`src/rtl/instr_loader.sv`:
```
// Framed byte-stream loader: header (start addr, word count) + big-endian payload,
// written one 32-bit word per cycle into instruction memory. Define CHECKSUM_EN for an XOR trailer check.
module instr_loader #(
  parameter int ADDR_W    = 8,
  parameter int ADDR_STEP = 4
) (
  input  logic              clk_IL,
  input  logic              rstn_IL,
  input  logic [7:0]        byte_in,
  input  logic              byte_valid,
  output logic              byte_ready,
  input  logic              restart,
  output logic              mem_wEn,
  output logic [ADDR_W-1:0] mem_wAddr,
  output logic [31:0]       mem_wData,
  output logic [ADDR_W-1:0] initPC_IL,
  output logic              cpuHold,
  output logic              load_done,
  output logic [7:0]        words_loaded,
  output logic              chk_err
);

  typedef enum logic [2:0] {
    S_IDLE, S_HDR_ADDR, S_HDR_CNT, S_DATA, S_WRITE, S_CHECK, S_DONE, S_ERR
  } state_t;

`ifdef CHECKSUM_EN
  localparam state_t S_END = S_CHECK;
`else
  localparam state_t S_END = S_DONE;
`endif

  state_t            state_q, state_d;
  logic [ADDR_W-1:0] addr_q, addr_d;
  logic [ADDR_W-1:0] initpc_q, initpc_d;
  logic [7:0]        cnt_q, cnt_d;
  logic [7:0]        words_q, words_d;
  logic [31:0]       shift_q, shift_d;
  logic [1:0]        bcnt_q, bcnt_d;
`ifdef CHECKSUM_EN
  logic [7:0]        csum_q, csum_d;
`endif

  logic       accept;
  logic [7:0] aligned;
  logic [7:0] words_inc;

  assign accept    = byte_valid & byte_ready;
  assign aligned   = {byte_in[7:2], 2'b00};
  assign words_inc = words_q + 8'd1;

  // State register
  always_ff @(posedge clk_IL or negedge rstn_IL) begin
    if (!rstn_IL) state_q <= S_IDLE;
    else          state_q <= state_d;
  end

  // Next-state logic
  always_comb begin
    state_d = state_q;
    case (state_q)
      S_IDLE:     state_d = S_HDR_ADDR;
      S_HDR_ADDR: if (accept) state_d = S_HDR_CNT;
      S_HDR_CNT:  if (accept) state_d = (byte_in == 8'd0) ? S_END : S_DATA;
      S_DATA:     if (accept && bcnt_q == 2'd3) state_d = S_WRITE;
      S_WRITE:    state_d = (words_inc == cnt_q) ? S_END : S_DATA;
`ifdef CHECKSUM_EN
      S_CHECK:    if (accept) state_d = (byte_in == csum_q) ? S_DONE : S_ERR;
      S_ERR:      if (restart) state_d = S_HDR_ADDR;
`endif
      S_DONE:     if (restart) state_d = S_HDR_ADDR;
      default:    state_d = S_IDLE;
    endcase
  end

  // Outputs decoded from state; byte_ready never depends on byte_valid
  always_comb begin
    byte_ready = (state_q == S_HDR_ADDR) || (state_q == S_HDR_CNT) ||
                 (state_q == S_DATA)     || (state_q == S_CHECK);
    mem_wEn    = (state_q == S_WRITE);
    load_done  = (state_q == S_DONE);
    cpuHold    = (state_q != S_DONE);
`ifdef CHECKSUM_EN
    chk_err    = (state_q == S_ERR);
`else
    chk_err    = 1'b0;
`endif
  end

  assign mem_wAddr    = addr_q;
  assign mem_wData    = shift_q;
  assign initPC_IL    = initpc_q;
  assign words_loaded = words_q;

  always_comb begin
    addr_d   = addr_q;
    initpc_d = initpc_q;
    cnt_d    = cnt_q;
    words_d  = words_q;
    shift_d  = shift_q;
    bcnt_d   = bcnt_q;
`ifdef CHECKSUM_EN
    csum_d   = csum_q;
`endif
    case (state_q)
      S_HDR_ADDR: if (accept) begin
        addr_d   = ADDR_W'(aligned);
        initpc_d = ADDR_W'(aligned);
      end
      S_HDR_CNT:  if (accept) cnt_d = byte_in;
      S_DATA:     if (accept) begin
        shift_d = {shift_q[23:0], byte_in};
        bcnt_d  = bcnt_q + 2'd1;
      end
      S_WRITE: begin
        addr_d  = addr_q + ADDR_W'(ADDR_STEP);
        words_d = words_inc;
      end
      S_DONE, S_ERR: if (restart) begin
        words_d = '0;
        bcnt_d  = '0;
`ifdef CHECKSUM_EN
        csum_d  = '0;
`endif
      end
      default: ;
    endcase
`ifdef CHECKSUM_EN
    // Running XOR covers both header bytes and all payload, not the trailer
    if (accept && state_q != S_CHECK) csum_d = csum_q ^ byte_in;
`endif
  end

  always_ff @(posedge clk_IL or negedge rstn_IL) begin
    if (!rstn_IL) begin
      addr_q   <= '0;
      initpc_q <= '0;
      cnt_q    <= '0;
      words_q  <= '0;
      shift_q  <= '0;
      bcnt_q   <= '0;
`ifdef CHECKSUM_EN
      csum_q   <= '0;
`endif
    end else begin
      addr_q   <= addr_d;
      initpc_q <= initpc_d;
      cnt_q    <= cnt_d;
      words_q  <= words_d;
      shift_q  <= shift_d;
      bcnt_q   <= bcnt_d;
`ifdef CHECKSUM_EN
      csum_q   <= csum_d;
`endif
    end
  end

endmodule

```
`config.mk`:
```
export PLATFORM = sky130hd
export DESIGN_NAME = instr_loader
export DESIGN_NICKNAME = d
export VERILOG_FILES = /design/src/rtl/instr_loader.sv
export SDC_FILE = /design/constraint.sdc
export NUM_CORES = 1
export LEC_CHECK = 0
export CORE_UTILIZATION = 52
export CTS_BUF_LIST = sky130_fd_sc_hd__clkbuf_4 sky130_fd_sc_hd__clkbuf_8
export DETAILED_ROUTE_END_ITERATION = 16
export PLACE_DENSITY_LB_ADDON = 0.1
export SETUP_SLACK_MARGIN = 0.5
export SLEW_MARGIN = 20
export SYNTH_ARGS = -nofsm -noshare
export SYNTH_HDL_FRONTEND = slang
export SYNTH_SLANG_ARGS = --single-unit
```
`constraint.sdc`:
```
create_clock -name clk_IL -period 2.6 [get_ports clk_IL]
set_clock_uncertainty 0.15 [all_clocks]
set_input_delay 0.52 -clock clk_IL [delete_from_list [all_inputs] [get_ports clk_IL]]
set_output_delay 0.52 -clock clk_IL [all_outputs]
set_load 0.01 [all_outputs]
```
* Word-level counts from Yosys, hierarchy flattened
Index checks and enable logic that the tools add are counted.
** Operators by class
- Add/subtract/negate cells :: 3
- $mul :: 0
- Divide/modulo/power cells :: 0
- Order comparisons :: 0
- Eq/ne operators :: 16
- Shift-type cells :: 0
- Mux-type cells :: 14
- Bitwise logic cells :: 1
- Reduce and logical (&&, ||, !) cells :: 17
** Operators with widths (number)
- $pmux W8 S2 :: 2
- $mux W3 :: 6
- $pmux W3 S6 :: 1
- $mux W8 :: 2
- $eq A3 B3 Y1 const B :: 4
- $ne A2 B2 Y1 const B :: 6
- $reduce_and A2 Y1 :: 5
- $add A8 B1 Y8 const B :: 1
- $add A8 B3 Y8 const B :: 1
- $eq A8 B8 Y1 :: 1
- $logic_not A8 Y1 :: 1
- $eq A3 B2 Y1 const B :: 2
- $reduce_bool A2 Y1 :: 3
- $mux W2 :: 2
- $pmux W2 S2 :: 1
- $reduce_and A4 Y1 :: 1
- $eq A3 B1 Y1 const B :: 1
- $logic_not A3 Y1 :: 1
- $logic_or A1 B1 Y1 :: 3
- $ne A3 B3 Y1 const B :: 1
- $reduce_and A3 Y1 :: 1
- $add A2 B1 Y2 const B :: 1
- $eq A2 B2 Y1 const B :: 1
- $reduce_or A2 Y1 :: 1
- other kinds (2) :: 2
** Storage, ports and cells
- Register bits :: 67
- Latch bits :: 0
- Memory bits (writable) :: 0
- Bits in read-only memories :: 0
- Input bits :: 12
- Output and inout bits :: 61
- Word-level logic and storage cells :: 58
- Memories :: 0

* Longest topological paths before layout
Gate-level depths: netlist (run 1).
- Word-level depth :: 8
- Mapped depth :: 8
- Gate-level depth less buffers :: 6

* Least setup slack after synthesis (run 1)
OpenSTA, ideal clock, no wires.
- Path type :: flip-flop to flip-flop
- Start :: register words_q[1] (netlist: words_loaded[1])
- End :: register state_q[0]
- Setup time :: 138 ps
- Arrival time :: 1680 ps
- Data required time :: 2312 ps
- Path slack :: 632 ps
- Cell stages (with the launch flop) :: 7
- Buffers on the path :: 0
- Clock period less this slack :: 1968 ps
- Cell sequence :: dfrtp_1 ha_1 and3_1 a211oi_1 a21oi_2 a2111oi_2 a211oi_1
** On the way
- Word-level cells in the longest chain between the ends :: 4
** RTL lines
- start: declaration :: line 37 : logic [7:0] words_q, words_d;
- start signal: assignment :: line 149 : words_q <= words_d;
- $add A8 B1 Y8 :: line 50 : assign words_inc = words_q + 8'd1;
- $eq A8 B8 Y1 :: line 66 : S_WRITE: state_d = (words_inc == cnt_q) ? S_END : S_DATA;
- $mux W3 :: line 66
- $pmux W3 S6 :: line 61 : case (state_q)
- end signal: assignment :: line 55 : else state_q <= state_d;
- end: declaration :: line 33 : state_t state_q, state_d;
No other way between the ends.
A chain may end at the register's enable or synchronous reset.

* Final worst setup path (run 1)
Ends and elaborated chain as after synthesis.

==> key figures, run 1 <==
Critical path
  • CP most frequent cell: a211oi_1
  • Endpoint class of the critical path: flip-flop
  • Max FO, Critical Path: 8
  • Critical setup path kind: flip-flop to flip-flop
  • Type of origin of the critical path: flip-flop
  • Data required time of the worst path: 2.65 ns
  • Worst path slowest cell: dfrtp_2
  • Kind of cell adding the most delay to the critical path: compound AO/OA/AOI/OAI gates
  • Crit-path max cell delay: 0.49 ns
  • Worst path cell trace: ha_4 > and3_1 > a211oi_1 > a21oi_2 > a2111oi_4 > a211oi_1
  • WP data arrival: 2.12 ns
  • CP Buf/Inv Count: 0

Cells and area
  • Share of cells above drive strength 1: 16.3%
  • Fill cell count: 390
  • Net count, final: 365
  • Area Overhead vs Synth: 31.8%
  • Antenna cells: 0
  • Fin cells: 427

Timing
  • Fin crit period: 2.06 ns
  • Least-Margin Pin Slew: 0.629 ns
  • Final setup fails: 0
  • RSZ-0062 raised after global routing: no
  • Final period util: 79.3%
  • Final Max Tran Viols: 0
  • Worst hold slack: 0.0296 ns
  • Final hold violations: 0
  • TNS Setup: 0 ns
  • Worst slew margin: 57.8%
  • Fmax: 485 MHz

CTS
  • CTS Hold Buffers Added: 0
  • Max Buffers Root-to-Sink: 2
  • Clock-pin transition on the worst setup and hold timing paths: 0.07 ns
  • Clock Sinks: 65
  • H-Tree Depth: 3
  • Root buf cell: clkbuf_8
  • Clock latency on the worst-skew pair: 0.34 ns
  • CTS tree: yes
  • Num CTS Buffers: 9

GRT
  • First-pass GRT wire length: 11,300 µm
  • Pin count of the biggest net entering global routing: 66
  • Remaining Overflow, GRT: 0
  • Number of antenna violations at the first check in global routing: 0
  • Vias in the first global route: 2,237
  • Gr usage total: 23.9%

Power
  • Sw Ratio: 36.5%
  • Net Sw Power: 1880 µW
  • Total power: 5130 µW
  • Sequential share of power: 38.8%
  • Max rail drop VDD: 0.674 mV
  • Logic pwr share: 44.8%
  • P_leak: 0.00181 µW
  • PD cells: 1250 nW/µm²
  • Internal: 3260 µW
  • Clk pwr share: 16.4%

Synthesis
  • Synth area leader: dfrtp_1
  • Ys async rst share: 100%
  • Syn Inst Count: 274
  • Number of synthesized flops with an enable pin: 0
  • FF+latch count, synth: 65
  • Distinct cells, synth: 47
  • Prevailing post-synth register cell: dfrtp_1
  • Synth area leaders: dfrtp_1, mux2_1, nand2_1
  • Share of the yosys chip area belonging to registers: 52.2%
  • Top-area cell type share of the netlist area: 52.2%
  • Most frequent cells after synthesis: dfrtp_1, mux2_1, nand2_1, o21ai_1, nand3_1
  • Cell with the most instances after synthesis: dfrtp_1
  • Yosys warnings: 0
  • Mean Syn Cell Area: 11.4 µm²
  • Synth Cell Area: 3120 µm²

Drt
  • Via count: 2,345
  • Via density per instance: 5.49
  • Routed WL per cell: 16.3 µm
  • Drt pass-1 iters: 4
  • Antenna-violating nets left: 0
  • # DRC: 0
  • 1st-iter DRT viols: 112
  • Final WL: 6970 µm

Die
  • Starting density of the core: 55.2%
  • Core area: 5640 µm²
  • Die area: 6310 µm²
  • Die X: 79.4 µm
  • Die Ht: 79.4 µm
  • Row cnt: 27
  • IO Count: 73

Run status
  • Outcome: finished, final reports clean

Place
  • I/O Buffers: 67
  • Dpl cells: 410
  • Final HPWL DP: 4770 µm
  • Routability congestion estimate: 0.813

Min path
  • Tightest Hold Check Type: input pin to async pin

Run
  • Max_cap viols: 0
[per-stage QoR]
stage          area [µm²]  setup WS, ns  util, %
2_1_floorplan        3130         0.632        -
3_3_place_gp         3870         0.293     68.6
3_5_place_dp         3870         0.258     68.6
4_1_cts              4090         0.413     72.4
5_1_grt              4110         0.501     72.8
6_report             4110         0.538     72.8
[routing by layer]
layer | GRT usage (%) | part of all wire [%] | vias up
li1 | - | - | 1111
met4 | 11.5 | 2.1 | 0
met2 | 35.4 | 48 | 84
met1 | 33.0 | 43 | 1134
met5 | 0 | 0 | -
met3 | 5.83 | 6.5 | 16
[final timing paths]
path                                        startpoint                          end  slack (ns)  cells after the start
max reg2reg                words_loaded[1]$_DFFE_PN0P_       state_q[0]$_DFFE_PN0P_        0.54                      6
max in group asynchronous                      rstn_IL  words_loaded[4]$_DFFE_PN0P_        1.96                      2
min in group clk_IL              bcnt_q[0]$_DFFE_PN0P_        bcnt_q[0]$_DFFE_PN0P_        0.33                      1
min reg2reg                      bcnt_q[0]$_DFFE_PN0P_        bcnt_q[0]$_DFFE_PN0P_        0.33                      1
min                                            rstn_IL  words_loaded[0]$_DFFE_PN0P_        0.03                      2
max                        words_loaded[1]$_DFFE_PN0P_       state_q[0]$_DFFE_PN0P_        0.54                      6
[power by group through the flow]
stage	sequential, µW	clock (µW)	combinational (µW)
3_5_place_dp	1990	0	2260
3_3_place_gp	1980	0	2200
4_1_cts	1980	860	2290
5_1_grt	2070	910	2480
2_1_floorplan	2060	0	1070
6_report	1990	842	2300
[flip-flops by register name, indices dropped and copies added (netlist names)]
name          flops
bcnt_q            2
cnt_q             8
initPC_IL         6
mem_wAddr         6
mem_wData        32
state_q           3
words_loaded      8
[cells in the final DEF (no fill, tap or decap), types with 2 or more instances in the layout]
cell type	synthesis	routed
a21o_1	2	2
xor2_1	2	2
inv_1	8	8
ha_1	3	2
dfrtp_1	65	58
a221oi_1	2	2
nand3_2	2	2
inv_2	2	2
conb_1	1	5
xnor2_1	6	6
o22ai_1	3	3
o21ai_0	6	6
a211oi_1	5	5
dfrtp_2	0	7
nand2_1	30	30
nor2b_1	5	4
clkbuf_8	1	9
and3_1	5	5
o21ai_1	12	12
dlygate4sd2_1	0	2
clkinv_2	0	3
mux2_1	40	40
nand4_1	2	2
a21oi_1	6	6
o211ai_1	2	2
clkdlybuf4s50_1	0	61
nor2_1	9	9
o31ai_1	3	3
buf_4	5	14
nand3_1	11	11
clkbuf_2	0	2
[layout make-up]
type | instances | area, µm² | area share, %
repair buffers | 82 | 778 | 18.9
clock inverters | 7 | 70.1 | 1.71
inverters | 10 | 37.5 | 0.914
flip-flops and latches | 65 | 1640 | 39.8
clock buffers | 9 | 124 | 3.02
well taps | 72 | 90.1 | 2.19
multi-input cells | 182 | 1370 | 33.4
[timing repair]
action                                  in CTS  in global routing
cloned                                       0                  0
gates resized for setup                     12                 11
setup buffers                                1                  0
pin swaps                                    0                  0
endpoints found under the setup margin      10                  8
[cells by family (layout without fill, tap and decap cells)]
| group | count (synthesis) | count (layout) | share of synthesized area (%) |
|---|---|---|---|
| fa+ha+maj | 3 | 3 | 1.20 |
| xor+xnor | 9 | 9 | 2.77 |
| simple gates | 74 | 74 | 12.5 |
| mux | 40 | 40 | 14.5 |
| buf+inv | 31 | 108 | 5.54 |
| flops | 65 | 65 | 52.2 |
| compound gates | 51 | 51 | 11.2 |
| other cells | 1 | 5 | 0.120 |
Power figures use the tool's default switching activity.
==> inputs of run 2 (changes only) <==
- clock period: 2.6 -> 2.1 ns (I/O delays scaled with it)
==> key figures, run 2 (same netlist as run 1, synthesis figures left out) <==
Run status
  • Outcome: finished, final reports clean

CTS
  • Clock latency on the worst-skew pair: 0.34 ns (about the same)
  • Max Buffers Root-to-Sink: 2 (unchanged)
  • Num CTS Buffers: 9 (unchanged)
  • H-Tree Depth: 3 (unchanged)
  • Clock Sinks: 65 (unchanged)
  • Root buf cell: clkbuf_8
  • Clock-pin transition on the worst setup and hold timing paths: 0.08 ns (about the same)
  • CTS tree: yes

Critical path
  • Critical setup path kind: flip-flop to flip-flop
  • Data required time of the worst path: 2.16 ns (-0.49 ns)
  • CP Buf/Inv Count: 0 (unchanged)
  • WP data arrival: 2.08 ns (-0.04 ns)
  • Worst path slowest cell: a2111oi_4
  • CP Depth: 6 (unchanged)
  • R2R Setup Slk: 0.08 ns (-0.45 ns)
  • Kind of cell adding the most delay to the critical path: compound AO/OA/AOI/OAI gates
  • Endpoint class of the critical path: flip-flop
  • Reg2Reg Depth: 6 (unchanged)
  • Crit-path max cell delay: 0.42 ns (-0.07 ns)
  • Max FO, Critical Path: 8 (unchanged)
  • Type of origin of the critical path: flip-flop
  • Worst path cell trace: ha_4 > nand3_1 > o21ai_0 > a21oi_2 > a2111oi_4 > a211oi_1

GRT
  • Remaining Overflow, GRT: 0 (unchanged)
  • Number of antenna violations at the first check in global routing: 0 (unchanged)
  • Gr usage total: 30.9% (+7.0 points)
  • Vias in the first global route: 2,888 (+29%)
  • Pin count of the biggest net entering global routing: 66 (unchanged)
  • First-pass GRT wire length: 14,400 µm (+27%)

Timing
  • Fin crit period: 2.02 ns (-0.0455 ns)
  • TNS Setup: 0 ns (unchanged)
  • Final hold violations: 0 (unchanged)
  • Final period util: 96.0% (+17 points)
  • Worst Setup Slack, final: 0.0836 ns (-0.455 ns)
  • Final Max Tran Viols: 0 (unchanged)
  • Final setup fails: 0 (unchanged)
  • Fmax: 496 MHz (+2.3%)
  • RSZ-0062 raised after global routing: yes

Cells and area
  • Most frequent cells in the layout: buf_4, dfrtp_1, mux2_4
  • Area Overhead vs Synth: 68.3%
  • Commonest non-fill, non-tap cell in the layout: buf_4
  • Number of flip-flops in the largest register: 32 (unchanged)
  • Share of cells above drive strength 1: 51.8% (+35 points)
  • Final core occ: 92.9% (+20 points)
  • Net count, final: 433 (+19%)
  • Fin cells: 495 (+16%)
  • Antenna cells: 0 (unchanged)

Place
  • Final HPWL DP: 4810 µm (+0.72%)
  • Dpl ws: -0.0878 ns (-0.346 ns)
  • Dpl cells: 421 (+2.7%)
  • Routability congestion estimate: 0.851 (+4.7%)
  • I/O Buffers: 67 (unchanged)

Drt
  • Final WL: 11,500 µm (+65%)
  • # DRC: 0 (unchanged)
  • Via density per instance: 6.04 (+10%)
  • Antenna-violating nets left: 0 (unchanged)
  • 1st-iter DRT viols: 239 (+110%)
  • Via count: 2,989 (+27%)
  • Drt pass-1 iters: 5 (+1)
  • Routed WL per cell: 23.2 µm (+42%)

Power
  • Max rail drop VDD: 1.34 mV (+99%)
  • P_leak: 0.00249 µW (+38%)
  • Total power: 8460 µW (+65%)
  • PD cells: 1610 nW/µm² (+29%)

Die
  • Die Ht: 79.4 µm (unchanged)
  • Starting density of the core: 55.2% (unchanged)
  • IO Count: 73 (unchanged)
  • Die X: 79.4 µm (unchanged)
  • Core area: 5640 µm² (unchanged)
  • Die area: 6310 µm² (unchanged)
  • Row cnt: 27 (unchanged)

Min path
  • Hold Path Depth: 2
  • Tightest Hold Check Type: flip-flop to flip-flop

Run
  • Max_cap viols: 0 (unchanged)
run 2: cell count changes in the layout (fill, tap and decap cells not counted), sizes merged:
cell,delta
buf,+73
bufinv,+2
clkbuf,+4
clkdlybuf4s15,+35
clkdlybuf4s50,-52
clkinv,-3
dlygate4sd2,+8
dlygate4sd3,+1
run 2: layer usage:
layer  part of all wire (%)  vias up  track usage, %
met5                      0        -               0
met4                    3.6        0            15.6
met3                    6.1       39            5.37
met2                     51      187            51.6
met1                     39     1510            38.6
li1                       -     1253               -
run 2: area by class of cell:
type	count	area, µm²
inverter	10	47.5
multi-input combinational	182	1760
clock inverter	6	115
tap	72	90.1
clock buffer	10	131
fill	185	398
sequential	65	1640
timing repair buffer	150	1460
run 2: report_power, final:
group | switching [µW] | total, µW | internal, µW
clock | 552 | 1360 | 809
sequential | 616 | 2510 | 1890
combinational | 2030 | 4590 | 2560
run 2: tightest hold or removal path, cell delays in order, from the launching register on:
cell and delay (ns):
dfrtp_1 0.38, nand2_4 0.06, nand2_2 0.05
run 2: what timing repair did:
item	in CTS	in global routing
buffers inserted	33	20
gates resized for setup	161	101
pin swaps	8	26
hold buffers	1	0
cloned	4	0
endpoints found under the hold margin	65	0
setup endpoints to repair	115	94
run 2: path summary, 6_finish.rpt:
kind	to	start
min in group asynchronous	words_loaded[2]$_DFFE_PN0P_	rstn_IL
worst max register to register	state_q[0]$_DFFE_PN0P_	words_loaded[1]$_DFFE_PN0P_
worst min-delay path	initPC_IL[3]$_DFFE_PN0P_	initPC_IL[3]$_DFFE_PN0P_
worst min register to register	initPC_IL[3]$_DFFE_PN0P_	initPC_IL[3]$_DFFE_PN0P_
max in group asynchronous	words_loaded[7]$_DFFE_PN0P_	rstn_IL
worst max-delay path	state_q[0]$_DFFE_PN0P_	words_loaded[1]$_DFFE_PN0P_
run 2: metrics by stage:
step | cell area [µm²] | hold slack (ns)
floorplan | 3180 | -0.0256
global placement | 4000 | 0.317
detailed placement | 4000 | 0.316
CTS | 4800 | 0.334
global route | 5240 | 0.372
finish | 5240 | 0.366
==> inputs of run 3 (changes only) <==
- CORE_UTILIZATION: 52 -> 64
- DONT_BUFFER_PORTS: unset -> 1
==> key figures, run 3 (same netlist as run 1, synthesis figures left out) <==
Drt
  • WL met1: 3070 µm (-31%)
  • Via count: 2,365 (-21%)
  • Top Metal Used: met4
  • Met3 routed WL: 581 µm (-17%)
  • Antenna-violating nets left: 0 (unchanged)
  • Via density per instance: 6.43 (+6.4%)
  • # DRC: 0 (unchanged)
  • Drt pass-1 iters: 7 (+2)
  • 1st-iter DRT viols: 235 (-1.7%)
  • WL met2: 3780 µm (-36%)
  • Final WL: 7700 µm (-33%)
  • Routed WL per cell: 20.9 µm (-10%)

Timing
  • Final period util: 93.5% (-2.5 points)
  • Final setup fails: 0 (unchanged)
  • Fin crit period: 1.96 ns (-0.0529 ns)
  • RSZ-0062 raised after global routing: yes
  • Final hold violations: 65 (+65)
  • Fmax: 509 MHz (+2.7%)
  • Final Max Tran Viols: 0 (unchanged)
  • Worst slew margin: 62.3%
  • TNS Setup: 0 ns (unchanged)
  • Least-Margin Pin Slew: 0.561 ns
  • Worst hold slack: -0.380 ns (-0.746 ns)

Power
  • Clk pwr share: 14.9% (-1.2 points)
  • Net Sw Power: 2450 µW (-24%)
  • Sw Ratio: 39.9% (+2.1 points)
  • Sequential share of power: 46.9% (+17 points)
  • Internal: 3680 µW (-30%)
  • Max rail drop VDD: 1.07 mV (-20%)
  • PD cells: 1540 nW/µm² (-4.3%)
  • Logic pwr share: 38.2% (-16 points)
  • P_leak: 0.00184 µW (-26%)

GRT
  • Gr usage total: 27.7% (-3.2 points)
  • Vias in the first global route: 2,158 (-25%)
  • Remaining Overflow, GRT: 0 (unchanged)
  • Number of antenna violations at the first check in global routing: 0 (unchanged)
  • Pin count of the biggest net entering global routing: 66 (unchanged)
  • First-pass GRT wire length: 10,800 µm (-25%)

Place
  • I/O Buffers: 0 (-100%)
  • Final HPWL DP: 4260 µm (-11%)
  • Routability congestion estimate: 0.840 (-1.3%)
  • Dpl cells: 322 (-24%)
  • Post-DP Area: 3180 µm² (-20%)

Critical path
  • Data required time of the worst path: 2.22 ns (+0.06 ns)
  • Kind of cell adding the most delay to the critical path: compound AO/OA/AOI/OAI gates
  • Type of origin of the critical path: flip-flop
  • Endpoint class of the critical path: flip-flop
  • Reg-to-reg endpoint: state_q[2]$_DFFE_PN0P_
  • R2R Setup Slk: 0.14 ns (+0.05 ns)
  • Worst path slowest cell: dfrtp_2
  • Max FO, Critical Path: 8 (unchanged)
  • Critical setup path kind: flip-flop to flip-flop
  • Worst path cell trace: ha_4 > and3_4 > a211oi_4 > a21oi_2 > a2111oi_4 > a21o_1
  • FF-to-FF Start: words_loaded[1]$_DFFE_PN0P_
  • Reg2Reg Depth: 6 (unchanged)
  • CP Buf/Inv Count: 0 (unchanged)
  • Crit-path max cell delay: 0.51 ns (+0.09 ns)
  • WP data arrival: 2.09 ns (about the same)

Cells and area
  • Fill cell count: 233 (+26%)
  • Area Overhead vs Synth: 27.4%
  • Net count, final: 325 (-25%)
  • Most frequent cells in the layout: dfrtp_1, nand2_1, mux2_4
  • Commonest non-fill, non-tap cell in the layout: dfrtp_1
  • Number of flip-flops in the largest register: 32 (unchanged)
  • Antenna cells: 0 (unchanged)
  • Multi-input gate area: 1610 µm² (-8.7%)
  • Fin cells: 368 (-26%)
  • Share of cells above drive strength 1: 40.1% (-12 points)
  • FF+latch area: 1640 µm² (-0.23%)
  • Final Cell Area: 3970 µm² (-24%)

Die
  • Die X: 71.8 µm (-9.6%)
  • Starting density of the core: 66.4% (+11 points)
  • Die Ht: 71.8 µm (-9.6%)
  • IO Count: 73 (unchanged)
  • Core area: 4690 µm² (-17%)
  • Row cnt: 25 (-7.4%)
  • Die area: 5150 µm² (-18%)

CTS
  • Num CTS Buffers: 9 (unchanged)
  • H-Tree Depth: 3 (unchanged)
  • Max Buffers Root-to-Sink: 2 (unchanged)
  • Clock-pin transition on the worst setup and hold timing paths: 0.07 ns (about the same)
  • Clock latency on the worst-skew pair: 0.34 ns (about the same)
  • CTS tree: yes
  • Clock Sinks: 65 (unchanged)
  • Root buf cell: clkbuf_8

Min path
  • Tightest Hold Check Type: input pin to async pin

Run status
  • Outcome: complete, but fails checks
  • Failing checks: hold timing

Run
  • Max_cap viols: 0 (unchanged)
[run 3: power groups by stage]
stage	Combinational [µW]	Clock [µW]	Sequential, µW
6_report	2340	915	2870
5_1_grt	2490	983	2950
3_5_place_dp	1440	0	2850
3_3_place_gp	1390	0	2820
4_1_cts	1690	933	2800
2_1_floorplan	1380	0	2560
[run 3: worst max-delay path by stage]
stage	from	endpoint	slack (ns)	depth (start not counted)
2_1_floorplan	words_loaded[7]$_DFFE_PN0P_	state_q[0]$_DFFE_PN0P_	0.31	5
3_3_place_gp	words_loaded[1]$_DFFE_PN0P_	state_q[0]$_DFFE_PN0P_	0.18	6
3_5_place_dp	words_loaded[1]$_DFFE_PN0P_	state_q[0]$_DFFE_PN0P_	0.1	6
4_1_cts	words_loaded[1]$_DFFE_PN0P_	state_q[0]$_DFFE_PN0P_	0.18	6
5_1_grt	words_loaded[1]$_DFFE_PN0P_	state_q[2]$_DFFE_PN0P_	0.08	6
6_report	words_loaded[1]$_DFFE_PN0P_	state_q[2]$_DFFE_PN0P_	0.14	6
[run 3: per-stage QoR]
step | hold slack (ns) | worst slack (ns) | power [µW] | util (%)
after floorplan | -0.0256 | 0.308 | 3940 | -
after global placement | -0.0239 | 0.181 | 4210 | 67.8
after detailed placement | -0.0240 | 0.0964 | 4290 | 67.8
after CTS | -0.397 | 0.176 | 5430 | 76.6
after global routing | -0.393 | 0.0780 | 6420 | 84.6
final | -0.380 | 0.137 | 6130 | 84.6
[run 3: cell type report]
class / instances / area share, %
flip-flops and latches: 65 / 41.2
multi-input cells: 182 / 40.4
repair buffers: 42 / 11.3
clock buffers: 10 / 3.47
well taps: 54 / 1.70
inverters: 10 / 1.07
clock inverters: 5 / 0.819
[run 3: timing repair]
item	4_1_cts	5_1_grt
pin swaps	5	7
gates cloned	1	0
endpoints found under the hold margin	65	65
setup buffers	13	17
gates resized for setup	27	66
setup endpoints to repair	50	60
[run 3: metal layers]
layer / track usage, % / vias up
li1: - / 1032
met1: 38.0 / 1178
met2: 41.3 / 125
met3: 8.30 / 30
met4: 12.0 / 0
met5: 0 / -
